[src/rtl/window_sample_feeder.sv]
// Sliding-window sample buffer feeding (first, last) pairs to the running-energy block.
// 'first' is the newest sample entering the window and 'last' is the sample leaving it.
// 'last' is zero while the window primes. A flush drains the window oldest-first with
// 'first' held at zero, which brings the downstream running sum back to zero.
module window_sample_feeder #(
  parameter int WINDOW_SIZE  = 16,
  parameter int SAMPLE_WIDTH = 16,
  parameter int ADDR_WIDTH   = 4
) (
  input  logic                           clock,
  input  logic                           reset,
  input  logic signed [SAMPLE_WIDTH-1:0] sample_in,
  input  logic                           sample_valid,
  output logic                           sample_ready,
  input  logic                           flush,
  output logic signed [SAMPLE_WIDTH-1:0] first,
  output logic signed [SAMPLE_WIDTH-1:0] last,
  output logic                           pair_valid,
  output logic                           window_full,
  output logic [ADDR_WIDTH:0]            fill_count
);

  localparam logic [1:0] S_EMPTY   = 2'd0;
  localparam logic [1:0] S_PRIMING = 2'd1;
  localparam logic [1:0] S_FULL    = 2'd2;
  localparam logic [1:0] S_FLUSH   = 2'd3;

  localparam logic [ADDR_WIDTH:0] FILL_MAX = (ADDR_WIDTH+1)'(WINDOW_SIZE);

  logic signed [SAMPLE_WIDTH-1:0] r_ram [WINDOW_SIZE];
  logic [1:0]                     r_state;
  logic [ADDR_WIDTH-1:0]          r_wr_ptr;
  logic [ADDR_WIDTH-1:0]          r_rd_ptr;
  logic [ADDR_WIDTH:0]            r_fill;
  logic signed [SAMPLE_WIDTH-1:0] r_first;
  logic signed [SAMPLE_WIDTH-1:0] r_last;
  logic                           r_pair_valid;

  logic w_accept;
  logic w_flush_start;
  logic w_will_be_full;

  // Accept/flush decode; flush has priority over a same-cycle sample.
  always_comb begin
    sample_ready   = (r_state != S_FLUSH);
    w_accept       = sample_valid && sample_ready && !flush;
    w_flush_start  = flush && (r_state != S_FLUSH) && (r_fill != '0);
    w_will_be_full = (r_state == S_FULL) || ((r_fill + 1'b1) == FILL_MAX);
  end

  // Sample storage: uncleared circular RAM, written only on accept.
  always_ff @(posedge clock) begin
    if (!reset && w_accept) begin
      r_ram[r_wr_ptr] <= sample_in;
    end
  end

  // Window control, pair generation and flush drain sequencing.
  always_ff @(posedge clock) begin
    if (reset) begin
      r_state      <= S_EMPTY;
      r_wr_ptr     <= '0;
      r_rd_ptr     <= '0;
      r_fill       <= '0;
      r_first      <= '0;
      r_last       <= '0;
      r_pair_valid <= 1'b0;
    end else begin
      r_pair_valid <= 1'b0;
      case (r_state)
        S_FLUSH: begin
          r_pair_valid <= 1'b1;
          r_first      <= '0;
          r_last       <= r_ram[r_rd_ptr];
          r_rd_ptr     <= r_rd_ptr + 1'b1;
          r_fill       <= r_fill - 1'b1;
          if (r_fill == (ADDR_WIDTH+1)'(1)) begin
            r_state <= S_EMPTY;
          end
        end
        default: begin
          if (w_flush_start) begin
            // Oldest held sample sits fill_count slots behind the write pointer (mod N);
            // a full window truncates to an offset of zero, i.e. the write pointer itself.
            r_state  <= S_FLUSH;
            r_rd_ptr <= r_wr_ptr - r_fill[ADDR_WIDTH-1:0];
          end else if (w_accept) begin
            r_pair_valid <= 1'b1;
            r_first      <= sample_in;
            // Read of the outgoing sample sees the pre-write RAM contents.
            r_last       <= (r_state == S_FULL) ? r_ram[r_wr_ptr] : '0;
            r_wr_ptr     <= r_wr_ptr + 1'b1;
            if (r_fill != FILL_MAX) begin
              r_fill <= r_fill + 1'b1;
            end
            r_state <= w_will_be_full ? S_FULL : S_PRIMING;
          end
        end
      endcase
    end
  end

  assign first       = r_first;
  assign last        = r_last;
  assign pair_valid  = r_pair_valid;
  assign window_full = (r_state == S_FULL);
  assign fill_count  = r_fill;

endmodule
[config.mk]
export PLATFORM = sky130hd
export DESIGN_NAME = window_sample_feeder
export DESIGN_NICKNAME = d
export VERILOG_FILES = /design/src/rtl/window_sample_feeder.sv
export SDC_FILE = /design/constraint.sdc
export NUM_CORES = 1
export LEC_CHECK = 0
export ABC_AREA = 0
export ABC_CLOCK_PERIOD_IN_PS = 2500
export BUFFER_PORTS_ARGS = -buffer_cell sky130_fd_sc_hd__buf_4
export CAP_MARGIN = 20
export CORE_MARGIN = 1
export CORE_UTILIZATION = 45
export CTS_BUF_LIST = sky130_fd_sc_hd__clkbuf_4 sky130_fd_sc_hd__clkbuf_8
export DETAILED_ROUTE_END_ITERATION = 16
export PLACE_DENSITY = 0.73
export SETUP_SLACK_MARGIN = 0.2
export SLEW_MARGIN = 20
export SYNTH_ARGS = -nofsm -noshare
export SYNTH_HDL_FRONTEND = slang
export SYNTH_SLANG_ARGS = --single-unit
[constraint.sdc]
create_clock -name clock -period 2.5 [get_ports clock]
set_input_delay 0.5 -clock clock [delete_from_list [all_inputs] [get_ports clock]]
set_output_delay 0.5 -clock clock [all_outputs]
set_load 0.01 [all_outputs]
* Yosys cells after proc, flatten, opt, wreduce, memory -nomap -nowiden
Memory sizes are Yosys's and may differ from the RTL's. A register that Yosys moved wholly into a read port is not among the register bits. Index checks and enable logic that the tools add are counted.
Storage, ports and cells: register bits 48, latch bits 0, bits in writable memories 256, bits in read-only memories 0, bits of input ports 20, output and inout port bits 40, memories kept 1
Memories:
- r_ram | depth 16, width 16, read ports 2, clocked after Yosys merged registers in 2, write ports 1, RTL line 30 | logic signed [SAMPLE_WIDTH-1:0] r_ram [WINDOW_SIZE];
Cells by class: add/subtract/negate cells 5, $mul 0, div/mod/pow operators 0, order comparisons 0, eq/ne operators 8, shift-type cells 0, muxes and demuxes 24, bitwise gates (word level) 2, reduce and logical (&&, ||, !) cells 19
Operators with widths (count):
- 16-bit 2-to-1 mux | 4
- 4-bit 2-to-1 mux | 6
- 5-bit 2-to-1 mux | 4
- 2-bit 2-to-1 mux | 5
- 4-bit by 1-bit adder with 4-bit output (second input constant) | 2
- 2-bit AND reduction | 3
- 3-bit AND reduction | 2
- 2-bit nonzero test | 3
- 5-bit by 1-bit adder with 5-bit output (second input constant) | 1
- 5-bit by 1-bit == test with 1-bit output (second input constant) | 1
- 5-bit == test (second input constant) | 1
- 1-bit logical AND | 5
- 1-bit 2-to-1 mux | 5
- 5-bit inequality test (second input constant) | 1
- 5-bit nonzero test | 1
- 5-bit by 1-bit subtractor with 5-bit output (second input constant) | 1
- 2-bit == test (second input constant) | 2
- 2-bit inequality test (second input constant) | 2
- 4-bit subtractor | 1
- 3-bit nonzero test | 1
- 1-bit logical NOT | 2
- 2-bit by 1-bit inequality test with 1-bit output (second input constant) | 1
- 1-bit NOT | 2
- 2-bit OR reduction | 1
- 1-bit logical OR | 1

* Depth between registers and ports, before layout
Gate-level depths: netlist of run 1.
word-level depth 7, mapped depth 8, gate-level depth less buffers 7

* Worst setup path before layout of run 1
OpenSTA, ideal clock, no wires.
path kind input port to flip-flop, start in flush, end mem r_ram[12][0] (enable), library setup time 388 ps, arrival 2091 ps, required time 2112 ps, path slack 20 ps, stages on the path 5, cells stage by stage nand2b_1 > nor2_1 > clkbuf_1 > nand2_1 > nor2_1
On the way: word-level cells in the longest chain between the ends 5
RTL lines:
- start, declared | RTL line 15 | input logic flush,
- 1-bit logical NOT | RTL line 46 | w_accept = sample_valid && sample_ready && !flush;
- 1-bit logical AND | RTL line 46
- 1-bit logical AND | RTL line 53 | if (!reset && w_accept) begin
- 1-bit 2-to-1 mux | RTL line 53
- 1-bit 2-to-1 mux (implied by the code) | RTL line 54 | r_ram[r_wr_ptr] <= sample_in;
- end, declared | RTL line 30
Every way passes these cells.

* Worst setup path after layout of run 1
start reg r_state[1], end out sample_ready
On the way: word-level cells in the longest chain between the ends 1
RTL lines:
- start, declared | RTL line 31 | logic [1:0] r_state;
- start signal, assigned | RTL line 96 | r_state <= w_will_be_full ? S_FULL : S_PRIMING;
- 2-bit inequality test | RTL line 45 | sample_ready = (r_state != S_FLUSH);
- end, declared | RTL line 14 | output logic sample_ready,
Every way passes these cells.

==> impl_metrics.tcl, run 1 <==
set metrics [dict create \
    status "finished clean" \
    fp-row-count 64 \
    combPwrFrac_pct 10.8 \
    end_kind "output pin" \
    grt_max_degree 32 \
    layout-drive-gt1-share_pct 38.3 \
    slew_violations 0 \
    synthArstFlopShare_pct 0 \
    track_usage_pct 23.2 \
    grt_pass1_vias 9098 \
    viasPerCell 6.15 \
    cts.reportedPaths.clkPinSlew_ns 0.06 \
    ys.flop_type "edfxtp_1" \
    grt_pass1_wl_mm 55.6 \
    period_share_pct 86.7 \
    clock_sinks 312 \
    ir_worst_vdd_mv 0.605 \
    nets 1033 \
    synth_top_area_cell "edfxtp_1" \
    max_freq_ghz 0.462 \
    overflow 0 \
    switching_power_mw 2.88 \
    switching_share_pct 23.6 \
    place_area_sq_um 15500 \
    worstHoldStart "sample_in[4]" \
    cp.arrival_ns 1.67 \
    detail_route.wl_per_cell_um 25.7 \
    antenna_found_initial 0 \
    pin_count 60 \
    synth_top_area_share_pct 54.3 \
    cts_max_level 2 \
    rsz0062_at_grt "no" \
    netlist_area_sq_um 14200 \
    die_area_sq_um 32200 \
    maxCapViolCount 0 \
    crit_top_cell "buf_4" \
    gp_congestion 0.834 \
    powerDensity_nw_per_um2 730 \
    tritoncts "yes" \
    synth.distinct_cells 50 \
    crit_chain "and2_4 -> inv_1 -> buf_4 -> buf_4" \
    cp_num_buf_inv 3 \
    dpl.hpwl_mm 22.6 \
    crit_start "r_state[1]" \
    internal_power_mw 9.34 \
    critPathMaxFanout 13 \
    worst_slack_ns 0.333 \
    hold_path.class "primary input to flop" \
    synthTopCellsByArea "edfxtp_1 54%, mux4_2 15%, dfxtp_1 7.9%, mux2_2 5.0%, mux2i_1 1.8%" \
    diodes 0 \
    total_power_mw 12.2 \
    drc 0 \
    wirelength_mm 37.0 \
    synth_edf_count 256 \
    synthesis.instances 882 \
    cp_top_family "buffers and inverters" \
    vias 8848 \
    core_sq_um 30700 \
    setup_violations 0 \
    die_y_um 179 \
    timing.final.crit_period_ns 2.17 \
    tns_ns 0 \
    finClkSkew_ns 0.0256 \
    required_ns 2.00 \
    clockBufferDepth 3 \
    synth_nets 915 \
    port_buffers 59 \
    numCtsBuffers 52 \
    antenna_left 0 \
    final_common_cell "edfxtp_1" \
    relSlewSlack_pct 52.2 \
    layout_common_cells "256 x edfxtp_1, 104 x buf_4, 95 x mux4_2" \
    max_stage_delay_ns 0.39 \
    power_frac_seq_pct 47.4 \
    initial_core_util_pct 46.1 \
    avgSynthCellArea_sq_um 16.1 \
    yosysSeqAreaShare_pct 62.2 \
    fin_area_sq_um 16700 \
    tightest_slew_ns 0.715 \
    yosysWarnings 0 \
    first_pass_iters 13 \
    cts-root-buf "clkbuf_8" \
    clockPowerShare_pct 41.8 \
    hold_viol_final 0 \
    ys_ff_latch 312 \
    insertion_delay_ns 0.60 \
    critPathLaunchType "flop" \
    power_leakage_nw 5.45 \
    hold_buffers 0 \
    crit_type "flop to output pin" \
    crit_slowest_cell "dfxtp_1" \
    post-place-ws_ns 0.306 \
    final_core_util_pct 54.4 \
    drt-initial-drc-count 956 \
    die_width_um 179 \
    syn2layout_area_growth_pct 18.1 \
]
## power groups by stage
stage	combinational [mW]	sequential, mW	clock (mW)
detailed placement	1.30	5.91	0
global route	1.42	5.80	5.38
CTS	1.31	5.80	5.17
floorplan	0.885	5.87	0
global placement	1.28	5.91	0
finish	1.32	5.80	5.10
## area by class of cell
| class | instances | area, sq um |
|---|---|---|
| sequential | 312 | 8820 |
| tap | 396 | 495 |
| clock buffer | 64 | 812 |
| fill | 2431 | 14000 |
| clock inverter | 33 | 375 |
| timing repair buffer | 122 | 1140 |
| multi-input combinational | 503 | 5060 |
| inverter | 9 | 33.8 |
## registers in the layout, indices dropped and copies added, names as in the netlist, named ones only
name and flops:
last 16, fill_count 5, r_wr_ptr 4, r_state 2, first 16, r_ram 256
pair_valid 1, r_rd_ptr 4
## routing by layer
metal	GRT usage (%)	part of all wire [%]	vias to the layer above
li1	-	-	3803
met1	30.7	39	4431
met2	37.7	47	505
met3	4.74	10	109
met4	9.38	3.6	0
met5	0	0	-
## Yosys cell counts, drive strengths merged (5+ instances only)
cell type,number
nand2,50
mux2,63
dfxtp,56
mux4,95
a22oi,26
buf,32
nor2,65
nand2b,6
ha,12
nor2b,5
o22ai,30
and2,5
a31oi,5
xnor2,6
clkbuf,26
a2111oi,14
a21oi,40
mux2i,26
nor3,16
edfxtp,256
inv,9
## timing repair
item,4_1_cts,5_1_grt
gates cloned,0,0
endpoints found under the setup margin,1,11
resized for setup,1,2
setup buffers,0,1
## worst paths after layout
kind,endpoint,cells past startpoint,slack [ns]
hold / removal,r_ram[4][4],1,0.21
setup / recovery,sample_ready,4,0.33
setup reg to reg,last[1],6,0.38
hold reg to reg,first[11],2,0.46
## kinds of logic after synthesis
group                    Yosys count  synth area share [%]
AO/OA/AOI/OAI                    134                  6.63
XOR/XNOR                          10                 0.618
adder cells (fa/ha/maj)           13                  1.20
buffers and inverters             67                  2.38
flip-flops                       312                  62.2
multiplexers                     184                  22.0
AND/OR/NAND/NOR                  162                  5.03
## stage by stage
step,hold WS (ns),cells
global route,0.216,1439
finish,0.213,1439
detailed placement,0.449,1341
global placement,0.445,1341
floorplan,0.481,882
CTS,0.192,1438
Note: power is estimated with default switching activity, not from simulation.
==> run 2, diff against run 1 <==
--- a/config.mk
+++ b/config.mk
@@ -7,13 +7,13 @@
 export LEC_CHECK = 0
 export ABC_AREA = 0
 export ABC_CLOCK_PERIOD_IN_PS = 2500
-export BUFFER_PORTS_ARGS = -buffer_cell sky130_fd_sc_hd__buf_4
 export CAP_MARGIN = 20
 export CORE_MARGIN = 1
 export CORE_UTILIZATION = 45
 export CTS_BUF_LIST = sky130_fd_sc_hd__clkbuf_4 sky130_fd_sc_hd__clkbuf_8
 export DETAILED_ROUTE_END_ITERATION = 16
-export PLACE_DENSITY = 0.73
+export DONT_BUFFER_PORTS = 1
+export PLACE_DENSITY = 0.71
 export SETUP_SLACK_MARGIN = 0.2
 export SLEW_MARGIN = 20
 export SYNTH_ARGS = -nofsm -noshare
==> run 2 against run 1 <==
  * Fmax fell by 0.22%
  * Sequential share of layout area up 1.3 points
  * Register-to-register slack worse by 0.05 ns
  * The run now ends with design-rule violations left
  * Critical path depth grew 1
==> impl_metrics.tcl, run 2 (synthesized netlist as in run 1, its figures left out) <==
set metrics [dict create \
    status "finished, violations left" \
    violations "design-rule violations" \
    die_area_sq_um 32200 \
    crit_type "flop to flop" \
    combPwrFrac_pct 10.1 \
    critPathLaunchType "flop" \
    clockPowerShare_pct 40.8 \
    cts-root-buf "clkbuf_8" \
    die_y_um 179 \
    crit_start "r_state[1]" \
    syn2layout_area_growth_pct 15.3 \
    tightest_slew_ns 0.760 \
    initial_core_util_pct 46.1 \
    worstHoldStart "reset" \
    end_kind "flop" \
    seqCellArea_sq_um 8820 \
    drc 2 \
    maxCapViolCount 0 \
    switching_power_mw 2.69 \
    tritoncts "yes" \
    finClkSkew_ns 0.0160 \
    clock_sinks 312 \
    final_common_cell "edfxtp_1" \
    insertion_delay_ns 0.56 \
    power_leakage_nw 5.22 \
    multi_input_area_sq_um 5060 \
    place_area_sq_um 15000 \
    fin_area_sq_um 16300 \
    grt_max_degree 33 \
    timing.final.crit_period_ns 2.17 \
    numCtsBuffers 50 \
    switching_share_pct 22.7 \
    r2r-start "r_state[1]" \
    cts.reportedPaths.clkPinSlew_ns 0.07 \
    cp.arrival_ns 2.39 \
    drt-initial-drc-count 900 \
    layout_common_cells "256 x edfxtp_1, 95 x mux4_2, 63 x mux2_2, 63 x buf_4, 62 x clkbuf_8" \
    required_ns 2.72 \
    layout-drive-gt1-share_pct 35.0 \
    ir_worst_vdd_mv 0.541 \
    powerDensity_nw_per_um2 724 \
    die_width_um 179 \
    track_usage_pct 23.5 \
    overflow 0 \
    antenna_found_initial 1 \
    relSlewSlack_pct 49.3 \
    fin_cells 1398 \
    tns_ns 0 \
    port_buffers 0 \
    internal_power_mw 9.14 \
    core_sq_um 30700 \
    slew_violations 0 \
    fill_cells 2526 \
    dpl.hpwl_mm 22.8 \
    diodes 0 \
    period_share_pct 86.9 \
    rsz0062_at_grt "no" \
    vias 8707 \
    final_core_util_pct 53.1 \
    pin_count 60 \
    grt_pass1_wl_mm 55.8 \
    viasPerCell 6.23 \
    largest_register_ffs 256 \
    antenna_left 0 \
    dp.cells 1290 \
    cts_max_level 2 \
    clockBufferDepth 3 \
    hold_viol_final 0 \
    regMostFlops "r_ram" \
    nets 994 \
    critPathMaxFanout 12 \
    max_freq_ghz 0.461 \
    detail_route.wl_per_cell_um 26.9 \
    hold_ws_ns 0.0217 \
    first_pass_iters 13 \
    hold_path.class "primary input to flop" \
    gp_congestion 0.827 \
    setup_violations 0 \
    fp-row-count 64 \
    grt_pass1_vias 8902 \
    power_frac_seq_pct 49.1 \
    wirelength_mm 37.6 \
]
[run 2: cell types whose count changed in the layout (fill, tap and decap cells not counted), sizes merged]
cell / previous run / this run
dlygate4sd3: 0 / 12
clkinv: 18 / 14
clkbuf: 64 / 75
clkinvlp: 5 / 0
buf: 122 / 73
bufinv: 8 / 4
inv: 11 / 9
[run 2: through the flow]
stage / total power [mW] / setup WS, ns
after global placement: 7.05 / 0.251
final: 11.8 / 0.329
after floorplan: 6.75 / 0.0205
after global routing: 12.2 / 0.205
after detailed placement: 7.07 / 0.243
after CTS: 11.9 / 0.254
[run 2: final timing paths]
| check | end | slack [ns] | cells after the start |
|---|---|---|---|
| worst max-delay path | r_ram[12][8] | 0.33 | 5 |
| worst min-delay path | flop | 0.02 | 1 |
| worst max register to register | r_ram[12][8] | 0.33 | 5 |
| worst min register to register | first[1] | 0.51 | 2 |
[run 2: final cells by class]
class	count	area share (%)
Inverter	9	0.207
Sequential cell	312	54.0
Clock inverter	18	1.13
Clock buffer	75	5.82
Tap cell	396	3.03
Multi-Input combinational cell	503	31.0
Timing Repair Buffer	85	4.80
[run 2: critical path: stages, from the launching register on]
cell,delay [ns]
dfxtp_1,0.34
and2_2,0.29
nor2_2,0.38
nand2_1,0.27
nor2_2,0.21
buf_4,0.32
[run 2: repair_timing]
item / 4_1_cts / 5_1_grt
buffers inserted: 1 / 1
endpoints found under the setup margin: 1 / 52
endpoints found under the hold margin: 48 / 5
resized for setup: 0 / 2
hold buffers: 11 / 2
[run 2: power by group through the flow]
stage | registers [mW] | logic, mW | clock network, mW
after floorplan | 5.87 | 0.885 | 0
after global placement | 5.93 | 1.12 | 0
after detailed placement | 5.93 | 1.14 | 0
after CTS | 5.81 | 1.19 | 4.89
after global routing | 5.82 | 1.28 | 5.09
final | 5.81 | 1.19 | 4.82
[run 2: layer usage]
layer | track usage [%] | part of all wire, % | wire [um]
met4 | 8.38 | 2.5 | 959
met5 | 0 | 0 | 0
met1 | 31.5 | 39 | 14800
met2 | 38.2 | 48 | 18000
met3 | 4.84 | 10 | 3880
==> run 3, diff against run 2 <==
--- a/config.mk
+++ b/config.mk
@@ -9,11 +9,11 @@
 export ABC_CLOCK_PERIOD_IN_PS = 2500
 export CAP_MARGIN = 20
 export CORE_MARGIN = 1
-export CORE_UTILIZATION = 45
+export CORE_UTILIZATION = 60
 export CTS_BUF_LIST = sky130_fd_sc_hd__clkbuf_4 sky130_fd_sc_hd__clkbuf_8
 export DETAILED_ROUTE_END_ITERATION = 16
 export DONT_BUFFER_PORTS = 1
-export PLACE_DENSITY = 0.71
+export PLACE_DENSITY = 0.88
 export SETUP_SLACK_MARGIN = 0.2
 export SLEW_MARGIN = 20
 export SYNTH_ARGS = -nofsm -noshare
==> run 3 against run 2 <==
  * Critical endpoint is now last[7]
  * Highest routed layer unchanged
  * First-iteration DRC count up 42%
  * Cell area shrank 1.6%
  * Critical path type unchanged
  * Sequential power about the same
  * Fmax rose by 0.22%
  * The run now ends clean
==> impl_metrics.tcl, run 3 (synthesized netlist as in run 1, its figures left out) <==
set metrics [dict create \
    met1_usage_pct 40.8 \
    port_buffers 0 \
    rrSetupSlack_ns 0.33 \
    top_usage_layer "met2" \
    power_leakage_nw 5.14 \
    viasPerCell 7.05 \
    crit_type "flop to flop" \
    tns_ns 0 \
    clock_sinks 312 \
    required_ns 2.95 \
    die_area_sq_um 24200 \
    syn2layout_area_growth_pct 13.4 \
    tritoncts "yes" \
    core_sq_um 22900 \
    grt_use_met3_pct 8.53 \
    r2r_end "last[7]" \
    reg2reg_depth 6 \
    crit_path_end "last[7]" \
    overflow 0 \
    detail_route.wl_per_cell_um 29.3 \
    initial_core_util_pct 61.8 \
    layout_common_cells "256 x edfxtp_1, 95 x mux4_2, 65 x buf_4" \
    final_common_cell "edfxtp_1" \
    max_freq_ghz 0.462 \
    clockBufferDepth 3 \
    grt_pass1_wl_mm 56.5 \
    status "finished clean" \
    dpl.hpwl_mm 23.5 \
    timing.final.crit_period_ns 2.17 \
    setup_violations 0 \
    track_usage_pct 32.3 \
    numCtsBuffers 48 \
    layout-drive-gt1-share_pct 35.5 \
    fp-row-count 55 \
    cp.arrival_ns 2.62 \
    antenna_found_initial 0 \
    pin_count 60 \
    post-place-ws_ns 0.214 \
    die_y_um 156 \
    antenna_left 0 \
    hold_viol_final 0 \
    critPathLaunchType "flop" \
    tightest_slew_ns 0.842 \
    cts-root-buf "clkbuf_8" \
    relSlewSlack_pct 43.8 \
    critPathMaxFanout 13 \
    grt_max_degree 31 \
    nets 981 \
    cts_max_level 2 \
    period_share_pct 86.7 \
    vias 9166 \
    diodes 0 \
    powerDensity_nw_per_um2 732 \
    fill_cells 1310 \
    ir_worst_vdd_mv 0.593 \
    finClkSkew_ns 0.00925 \
    hold_path.class "primary input to flop" \
    die_width_um 156 \
    worstHoldStart "sample_in[15]" \
    end_kind "flop" \
    first_pass_iters 5 \
    largest_register_ffs 256 \
    maxCapViolCount 0 \
    grt_pass1_vias 9571 \
    slew_violations 0 \
    use_met2_pct 52.3 \
    insertion_delay_ns 0.57 \
    drt-initial-drc-count 1282 \
    gp_congestion 0.827 \
    rsz0062_at_grt "yes" \
    cts.reportedPaths.clkPinSlew_ns 0.06 \
    regMostFlops "r_ram" \
    drc 0 \
    wirelength_mm 38.1 \
    worst_slack_ns 0.333 \
]
run 3: cell types whose count changed in the layout (fill, tap and decap cells not counted), moves of 3 or more:
cell	before	now
dlygate4sd3_1	12	2
clkinvlp_4	0	3
clkbuf_4	13	20
clkbuf_8	62	53
clkinv_1	5	2
run 3: worst min path at each step:
stage,endpoint,slack (ns),cells after the start
CTS,last[13],0.002,1
global placement,first[6],0.49,2
detailed placement,first[0],0.50,2
floorplan,first[0],0.48,2
global route,r_ram[1][14],0.003,0
finish,r_ram[7][15],0.02,0
run 3: where the power goes:
part | internal (mW) | switching [mW]
sequential | 5.70 | 0.141
combinational | 0.580 | 0.586
clock | 2.78 | 1.98
total | 9.05 | 2.71
run 3: what timing repair did:
| action | in CTS | in global routing |
|---|---|---|
| buffers inserted | 0 | 1 |
| hold buffers | 2 | 1 |
| endpoints found under the hold margin | 26 | 3 |
| setup endpoints to repair | 0 | 20 |
| resized for setup | 0 | 5 |
run 3: routing by layer:
| layer | wire length [um] | vias to the layer above | share of wire, % |
|---|---|---|---|
| met4 | 1610 | 0 | 4.2 |
| met2 | 18400 | 760 | 48 |
| li1 | - | 3693 | - |
| met3 | 4950 | 137 | 13 |
| met5 | 0 | - | 0 |
| met1 | 13200 | 4576 | 35 |
run 3: worst max-delay path: stages (launching register included):
cell       delay (ns)
dfxtp_4          0.56
buf_12           0.21
mux4_2           0.51
a22oi_1          0.21
a21oi_1          0.11
a2111oi_1        0.35
nor2_1           0.07
run 3: area by class of cell:
type	instances	area, sq um	share of cell area (%)
clock buffers	73	880	5.48
clock inverters	17	215	1.34
inverters	9	33.8	0.210
multi-input cells	503	5060	31.5
flip-flops and latches	312	8820	54.9
well taps	313	392	2.44
repair buffers	74	656	4.08
run 3: stage by stage:
| step | power, mW | area (sq um) | hold WS [ns] | std cells | utilization, % |
|---|---|---|---|---|---|
| after detailed placement | 7.04 | 14900 | 0.497 | 1207 | 65.0 |
| after floorplan | 6.75 | 14200 | 0.481 | 882 | - |
| after global routing | 12.1 | 16100 | 0.00264 | 1301 | 70.1 |
| after global placement | 7.00 | 14900 | 0.490 | 1207 | 65.0 |
| after CTS | 11.7 | 16000 | 0.00190 | 1299 | 69.9 |
| final | 11.8 | 16100 | 0.0230 | 1301 | 70.1 |
